**src/rtl/pipe_tail_fifo.sv**
```systemverilog
// Tail stage of a pipe-register chain: a DEPTH-entry FIFO that accepts the
// upstream stage's word whenever low_empty is high and presents it to a consumer.
module pipe_tail_fifo #(
    parameter int DSIZE = 8,
    parameter int DEPTH = 4,
    parameter int AW    = 2
) (
    input  logic             clock,
    input  logic             rst_n,
    input  logic             up_valid,
    input  logic [DSIZE-1:0] up_data,
    output logic             low_empty,
    input  logic             flush,
    output logic             out_valid,
    output logic [DSIZE-1:0] out_data,
    input  logic             out_ready,
    output logic [AW:0]      level,
    output logic             full
);

    localparam logic [AW:0] LEVEL_MAX = (AW+1)'(DEPTH);

    logic [DSIZE-1:0] mem_reg [DEPTH];
    logic [AW-1:0]    wr_ptr_reg, wr_ptr_next;
    logic [AW-1:0]    rd_ptr_reg, rd_ptr_next;
    logic [AW:0]      level_reg, level_next;
    logic             push, pop;

    // Acceptance depends only on registered level and flush, so the upstream
    // stage never sees a combinational path from its own valid or from out_ready.
    assign full      = (level_reg == LEVEL_MAX);
    assign low_empty = !full && !flush;
    assign out_valid = (level_reg != '0);
    assign out_data  = mem_reg[rd_ptr_reg];
    assign level     = level_reg;

    assign push = up_valid && low_empty;
    assign pop  = out_valid && out_ready && !flush;

    always_comb begin
        wr_ptr_next = wr_ptr_reg;
        rd_ptr_next = rd_ptr_reg;
        level_next  = level_reg;
        if (flush) begin
            wr_ptr_next = '0;
            rd_ptr_next = '0;
            level_next  = '0;
        end else begin
            if (push)
                wr_ptr_next = wr_ptr_reg + 1'b1;
            if (pop)
                rd_ptr_next = rd_ptr_reg + 1'b1;
            if (push && !pop)
                level_next = level_reg + 1'b1;
            else if (pop && !push)
                level_next = level_reg - 1'b1;
        end
    end

    always_ff @(posedge clock or negedge rst_n) begin
        if (!rst_n) begin
            wr_ptr_reg <= '0;
            rd_ptr_reg <= '0;
            level_reg  <= '0;
        end else begin
            wr_ptr_reg <= wr_ptr_next;
            rd_ptr_reg <= rd_ptr_next;
            level_reg  <= level_next;
        end
    end

    // Storage is left unreset; out_valid masks stale contents.
    always_ff @(posedge clock) begin
        if (push)
            mem_reg[wr_ptr_reg] <= up_data;
    end

endmodule

```
**config.mk**
```make
export PLATFORM = sky130hd
export DESIGN_NAME = pipe_tail_fifo
export DESIGN_NICKNAME = d
export VERILOG_FILES = /design/src/rtl/pipe_tail_fifo.sv
export SDC_FILE = /design/constraint.sdc
export NUM_CORES = 1
export LEC_CHECK = 0
export BUFFER_PORTS_ARGS = -buffer_cell sky130_fd_sc_hd__clkbuf_2
export CAP_MARGIN = 25
export CORE_AREA = 10 10 87 89
export CTS_BUF_LIST = sky130_fd_sc_hd__clkbuf_8
export CTS_CLUSTER_SIZE = 25
export DETAILED_ROUTE_END_ITERATION = 10
export DIE_AREA = 0 0 97 99
export SLEW_MARGIN = 20
export SYNTH_ARGS = -nofsm -noshare
export SYNTH_HDL_FRONTEND = slang
export SYNTH_SLANG_ARGS = --single-unit
```
**constraint.sdc**
```tcl
create_clock -name clock -period 3.7 [get_ports clock]
set_input_delay 1.11 -clock clock [delete_from_list [all_inputs] [get_ports clock]]
set_output_delay 1.11 -clock clock [all_outputs]
set_load 0.03 [all_outputs]
```
==> out/metrics.cfg, run 1 <==
[outcome]
status = finished clean

[clocking]
clk_path_buf_depth = 2
cts_setup_buffers = 0
clkLatencyLatePin_ps = 280
cts_hold_buf = 0
cts-htree-levels = 2
cts_tree = built
root_buffer = clkbuf_8
ctsResizeCount = 0
cts_buffers = 5
clk_pin_slew_ps = 70
clock-sinks = 39

[power_and_ir_drop]
cellPowerDensity_nw_per_um2 = 640
intPower_mw = 0.816
clockPowerShare_pct = 20.9
swShare_pct = 36.1
power_leakage_nw = 0.740
seqPwrFrac_pct = 46.4
combPwrFrac_pct = 32.7
vdd_ir_drop_max_v = 0.000282
power.switching_mw = 0.461

[cells_and_area]
antennaDiodeCount = 0
fin_cells = 206
final_common_cell = edfxtp_1
drive_gt1_share_pct = 33.6
layout.nets = 148
fillCellCount = 577
syn2layout_area_growth_pct = 16.2
final_cell_mix = edfxtp_1, clkbuf_2, mux4_2
largest_reg_flops = 32

[placement]
place_inst = 198
place.gp.congestion = 0.752
portBuffers = 26
hpwl_um = 2410

[grt]
grt_pass1_wl_um = 5570
grt_pass1_vias = 1062
grt_use_total_pct = 7.24
grt_start_max_net_pins = 16
grt_overflow = 0
antenna_found_initial = 0

[detailed_routing]
vias_per_cell = 4.63
drc = 0
first_iter_violations = 44
ant_nets = 0
routed_wl_um = 3390
first_pass_iters = 4
drt-wirelength-per-cell_um = 16.5
vias = 954

[worst_setup_path]
r2r_start = level[0]
crit_type = reg -> out
ff2ff_path_depth = 8
r2r-end = level[1]
r2r_setup_slack_ps = 1240
critical_path.endpoint = out_data[0]
crit_path_start_kind = register
required_ps = 2590
cp_max_fo = 10
end_kind = output port
cp.arrival_ps = 1820
startpoint = rd_ptr_reg[0]

[floorplan]
rows = 28
ios = 27
core_region_area_um2 = 5850
initial_utilization_pct = 29.3
die_h_um = 99
die_width_um = 97
die_area_um2 = 9600

[timing]
fin_skew_ps = 4.49
max_freq_ghz = 0.341
slew_headroom_pct = 58.3
fin_crit_sh_pct = 79.3
worstMarginPinSlew_ps = 626
fin_crit_ps = 2930
setup_viol = 0
rsz0062_at_grt = no
maxSlewViolCount = 0
setup_tns_ps = 0
hold_viol = 0

[synth]
synth_seq_cells = 39
postSynthCellCount = 103
syn_area_per_cell_um2 = 16.7
syn_nets = 121
synthesis.area_um2 = 1720
ys_warn_count = 0
synth_cell_types = 35
yosysSeqAreaShare_pct = 66.2

[hold_path]
worstHoldPathType = reg -> reg

[flow_run]
maxCapViolations = 0

[power groups by stage]
stage	sequential, mW	combinational, mW	clock, mW
finish	0.592	0.417	0.267
floorplan	0.576	0.335	0
global placement	0.595	0.411	0
CTS	0.595	0.426	0.277
global route	0.604	0.454	0.296
detailed placement	0.604	0.424	0
[cells in the mapped netlist, drive strengths merged]
library cell / instances / share of area (%)
a2111o: 1 / 0.66
mux2i: 2 / 1.2
or3: 1 / 0.36
o31a: 1 / 0.51
a21boi: 2 / 0.87
xor2: 2 / 1.0
and3: 4 / 1.5
o21ai: 3 / 0.87
dfrtp: 7 / 10
a221oi: 1 / 0.87
buf: 5 / 1.5
mux4: 8 / 10
ha: 4 / 2.9
fa: 1 / 1.2
edfxtp: 32 / 56
xnor2: 3 / 1.5
nor2: 6 / 1.7
and2: 2 / 0.73
a311oi: 1 / 0.51
inv: 5 / 1.1
o31ai: 1 / 0.44
nand3: 1 / 0.29
a31oi: 1 / 0.36
nor2b: 1 / 0.36
nor3: 1 / 0.29
a21oi: 2 / 0.80
o22ai: 1 / 0.36
clkbuf: 1 / 0.29
nand2: 2 / 0.44
mux2: 1 / 0.66
[worst min-delay path by stage]
stage                     slack (ps)          start  cells past startpoint       endpoint
after CTS                        620  wr_ptr_reg[0]                      2  wr_ptr_reg[0]
after global placement           610  wr_ptr_reg[0]                      2  wr_ptr_reg[0]
after global routing             670          rst_n                      1       level[2]
after detailed placement         600  wr_ptr_reg[0]                      2  wr_ptr_reg[0]
after floorplan                  560  wr_ptr_reg[0]                      2  wr_ptr_reg[0]
final                            610  wr_ptr_reg[0]                      2  wr_ptr_reg[0]
[cells by family after synthesis]
group | synth area share [%]
flops | 66.2
simple gates | 5.68
compound gates | 6.27
mux | 12.3
fa+ha+maj | 4.08
buf+inv | 2.91
xor+xnor | 2.55
[worst max-delay path: stages (launching register included)]
cell      delay, ps
dfrtp_1         750
mux4_2          590
clkbuf_2        200
[layout make-up]
class | instances | area [um^2] | area share (%)
well taps | 75 | 93.8 | 4.71
inverters | 5 | 18.8 | 0.941
flip-flops and latches | 39 | 1140 | 57.0
repair buffers | 26 | 130 | 6.52
clock inverters | 3 | 16.3 | 0.816
clock buffers | 5 | 68.8 | 3.45
multi-input cells | 53 | 531 | 26.6
[routing by layer]
| metal | vias to the layer above | track usage (%) | routed length (um) |
|---|---|---|---|
| met4 | 0 | 2.04 | 0 |
| met3 | 0 | 2.93 | 191 |
| met5 | - | 0 | 0 |
| met2 | 30 | 11.8 | 1690 |
| li1 | 446 | - | - |
| met1 | 478 | 8.63 | 1510 |
[stage by stage]
stage	power [mW]	util [%]	hold slack, ps	setup slack, ps	instance area (um^2)
global route	1.35	34.1	666	644	1990
CTS	1.30	34.1	621	724	1990
detailed placement	1.03	32.6	601	582	1910
global placement	1.01	32.6	606	737	1910
floorplan	0.911	-	562	570	1720
finish	1.28	34.1	613	766	1990
Note: power is estimated with default switching activity, not from simulation.
==> run 2, diff against run 1 <==
Clock period 3.7 ns to 2.4 ns, I/O delays scaled along.
==> out/metrics.cfg, run 2 (same netlist as run 1, synthesis figures left out) <==
[outcome]
status = finished clean

[clocking]
clkLatencyLatePin_ps = 280
cts_hold_buf = 0
clk_path_buf_depth = 2
clock-sinks = 39
cts-htree-levels = 2
cts_tree = built
clk_pin_slew_ps = 70
root_buffer = clkbuf_8
cts_buffers = 5

[cells_and_area]
antennaDiodeCount = 0
layout.nets = 155
final_common_cell = edfxtp_1
syn2layout_area_growth_pct = 20.7
largest_reg_flops = 32
final_cell_mix = edfxtp_1, clkbuf_2, mux4_2
drive_gt1_share_pct = 38.4
fin_cells = 213

[timing]
worstMarginPinSlew_ps = 470
fin_crit_ps = 2300
fin_crit_sh_pct = 95.9
fin_skew_ps = 2.99
hold_viol = 0
setup_viol = 0
setup_slack_ps = 97.7
maxSlewViolCount = 0
rsz0062_at_grt = no
whs_ps = 271
slew_headroom_pct = 68.6
max_freq_ghz = 0.434

[worst_setup_path]
cp_max_fo = 8
crit_chain = buf_8, mux4_2, clkbuf_2
crit_type = reg -> out
required_ps = 1680
end_kind = output port
slowest_stage = mux4_2
ff2ff_path_depth = 8
cp.arrival_ps = 1580
crit_path_start_kind = register
r2r-end = level[1]
crit_family = multiplexers
critPathMaxStageDelay_ps = 520
r2r_setup_slack_ps = 140
r2r_start = level[0]
worst-path-buf-inv = 2

[detailed_routing]
drc = 0
first_iter_violations = 43
drt-wirelength-per-cell_um = 16.5
first_pass_iters = 4
vias = 987
ant_nets = 0
vias_per_cell = 4.63
routed_wl_um = 3510

[placement]
place_inst = 204
place.gp.congestion = 0.794
portBuffers = 26
pre_cts_slack_ps = 26.9
hpwl_um = 2560

[power_and_ir_drop]
vdd_ir_drop_max_v = 0.000438
power_leakage_nw = 0.782
cellPowerDensity_nw_per_um2 = 982

[hold_path]
worstHoldPathType = in -> async

[grt]
grt_pass1_wl_um = 5710
grt_start_max_net_pins = 15
grt_use_total_pct = 7.48
grt_overflow = 0
grt_pass1_vias = 1135
antenna_found_initial = 0

[floorplan]
rows = 28
initial_utilization_pct = 29.3
core_region_area_um2 = 5850
ios = 27
die_h_um = 99
die_width_um = 97
die_area_um2 = 9600

[flow_run]
maxCapViolations = 0

## run 2: stage by stage
stage,cell area (um^2),power (mW),TNS [ps],utilization [%]
after floorplan,1750,1.42,-88.3,-
after global placement,1970,1.59,0,33.7
after detailed placement,1970,1.63,0,33.7
after CTS,2060,2.05,0,35.2
after global routing,2070,2.17,0,35.4
final,2070,2.03,0,35.4
## run 2: how the worst max path moves through the flow
stage	start	to	slack [ps]	cells past startpoint
3_3_place_gp	flush	level[1]	130	8
3_5_place_dp	flush	level[1]	30	8
6_report	rd_ptr_reg[0]	out_data[0]	100	3
5_1_grt	level[0]	level[1]	20	8
4_1_cts	rd_ptr_reg[0]	out_data[6]	30	3
2_1_floorplan	flush	level[1]	-90	8
## run 2: power breakdown
group / internal (mW) / switching [mW]
logic: 0.307 / 0.438
clock network: 0.198 / 0.211
registers: 0.801 / 0.0795
total: 1.31 / 0.729
## run 2: timing repair
action | in CTS | in global routing
gates cloned | 0 | 0
gates resized for setup | 1 | 1
endpoints found under the hold margin | 0 | 0
setup buffers | 0 | 1
endpoints found under the setup margin | 4 | 5
## run 2: final cells by class
class | count | area, um^2
clock buffer | 5 | 68.8
clock inverter | 3 | 16.3
fill | 592 | 3780
inverter | 5 | 18.8
multi-input combinational | 53 | 548
sequential | 39 | 1140
tap | 75 | 93.8
timing repair buffer | 33 | 190
## run 2: routing by layer
metal  part of all wire, %  global-route usage (%)  vias up
li1                      -                       -      460
met1                    43                    8.06      496
met2                    51                    13.0       29
met3                   5.8                    3.35        2
met4                  0.23                    2.04        0
met5                     0                       0        -
==> run 3, diff against run 2 <==
Settings changed: BUFFER_PORTS_ARGS -buffer_cell sky130_fd_sc_hd__clkbuf_2 to default, CAP_MARGIN 25 to default, DONT_BUFFER_PORTS from default to 1.
==> out/metrics.cfg, run 3 (same netlist as run 1, synthesis figures left out) <==
[outcome]
status = finished clean

[timing]
whs_ps = 120
fin_skew_ps = 2.07
setup_viol = 0
fin_crit_sh_pct = 94.9
slew_headroom_pct = 70.0
setup_tns_ps = 0
fin_crit_ps = 2280
rsz0062_at_grt = no
max_freq_ghz = 0.439
hold_viol = 0
setup_slack_ps = 122
worstMarginPinSlew_ps = 450
maxSlewViolCount = 0

[grt]
grt_pass1_wl_um = 5360
antenna_found_initial = 0
grt_start_max_net_pins = 16
grt_pass1_vias = 1014
grt_use_total_pct = 7.12
grt_overflow = 0

[detailed_routing]
vias = 875
met2_length_um = 1600
wl_met1_um = 1300
first_pass_iters = 4
top_layer = met4
vias_per_cell = 4.73
route.met3.wl_um = 346
drt-wirelength-per-cell_um = 17.7
drc = 0
ant_nets = 0
routed_wl_um = 3280
first_iter_violations = 49

[cells_and_area]
seq_area_um2 = 1140
final_common_cell = edfxtp_1
multi_input_area_um2 = 548
drive_gt1_share_pct = 22.7
antennaDiodeCount = 0
layout.nets = 127
final_util_pct = 33.6
largest_reg_flops = 32
fillCellCount = 551
syn2layout_area_growth_pct = 14.6
final_cell_mix = edfxtp_1, mux4_2, dfrtp_1

[hold_path]
worstHoldPathType = in -> async

[worst_setup_path]
ff2ff_path_depth = 8
crit_path_start_kind = register
cp_max_fo = 8
end_kind = output port
crit_type = reg -> out
required_ps = 1680
cp.arrival_ps = 1560

[clocking]
root_buffer = clkbuf_8
cts_setup_buffers = 0
clkLatencyLatePin_ps = 290
clk_path_buf_depth = 2
clock-sinks = 39
cts_tree = built
cts_hold_buf = 0
ctsResizeCount = 0
cts-htree-levels = 2
cts_buffers = 5
clk_pin_slew_ps = 70

[power_and_ir_drop]
vdd_ir_drop_max_v = 0.000568
power_mw = 2.14
power_leakage_nw = 0.686
cellPowerDensity_nw_per_um2 = 1090

[flow_run]
maxCapViolations = 0

[floorplan]
core_region_area_um2 = 5850
ios = 27
rows = 28
die_area_um2 = 9600
die_h_um = 99
initial_utilization_pct = 29.3
die_width_um = 97

[placement]
place.gp.congestion = 0.730
hpwl_um = 2400
pre_cts_slack_ps = 105
portBuffers = 0

==> run 3: cell count changes in the layout (fill, tap and decap cells not counted) <==
cell | before | now
clkbuf_2 | 26 | 0
clkinvlp_4 | 1 | 0
buf_4 | 6 | 5
clkinv_2 | 1 | 0
buf_8 | 1 | 0
bufinv_16 | 0 | 2
==> run 3: area by class of cell <==
cell class                 instances  area share, %
clock buffer                       5           3.50
clock inverter                     3           3.24
tap                               75           4.77
sequential                        39           57.8
timing repair buffer               5           1.91
inverter                           5          0.954
multi-input combinational         53           27.9
==> run 3: critical path: stages, from the launching register on <==
cell     delay, ps
dfrtp_1        380
buf_4          230
mux4_2         650
==> run 3: layer usage <==
layer | vias to the layer above | track usage (%)
li1 | 405 | -
met1 | 432 | 7.08
met2 | 30 | 11.8
met3 | 8 | 4.89
met4 | 0 | 2.04
met5 | - | 0
==> run 3: where the power goes <==
group	internal, mW	switching, mW
Combinational	0.244	0.419
Sequential	0.802	0.0551
Clock	0.411	0.210
==> run 3: per-stage QoR <==
stage	std cells	cell area [um^2]
after floorplan	103	1750
after global placement	177	1830
after detailed placement	177	1830
after CTS	185	1970
after global routing	185	1970
final	185	1970
==> run 3: final timing paths <==
| check | start | to | slack, ps |
|---|---|---|---|
| setup / recovery | rd_ptr_reg[0] | out_data[0] | 120 |
| hold / removal | rst_n | level[2] | 120 |
| setup reg to reg | level[1] | level[1] | 180 |
| hold reg to reg | rd_ptr_reg[0] | rd_ptr_reg[0] | 570 |
| max in group asynchronous | rst_n | rd_ptr_reg[0] | 2210 |
| min in group clock | flush | wr_ptr_reg[0] | 490 |
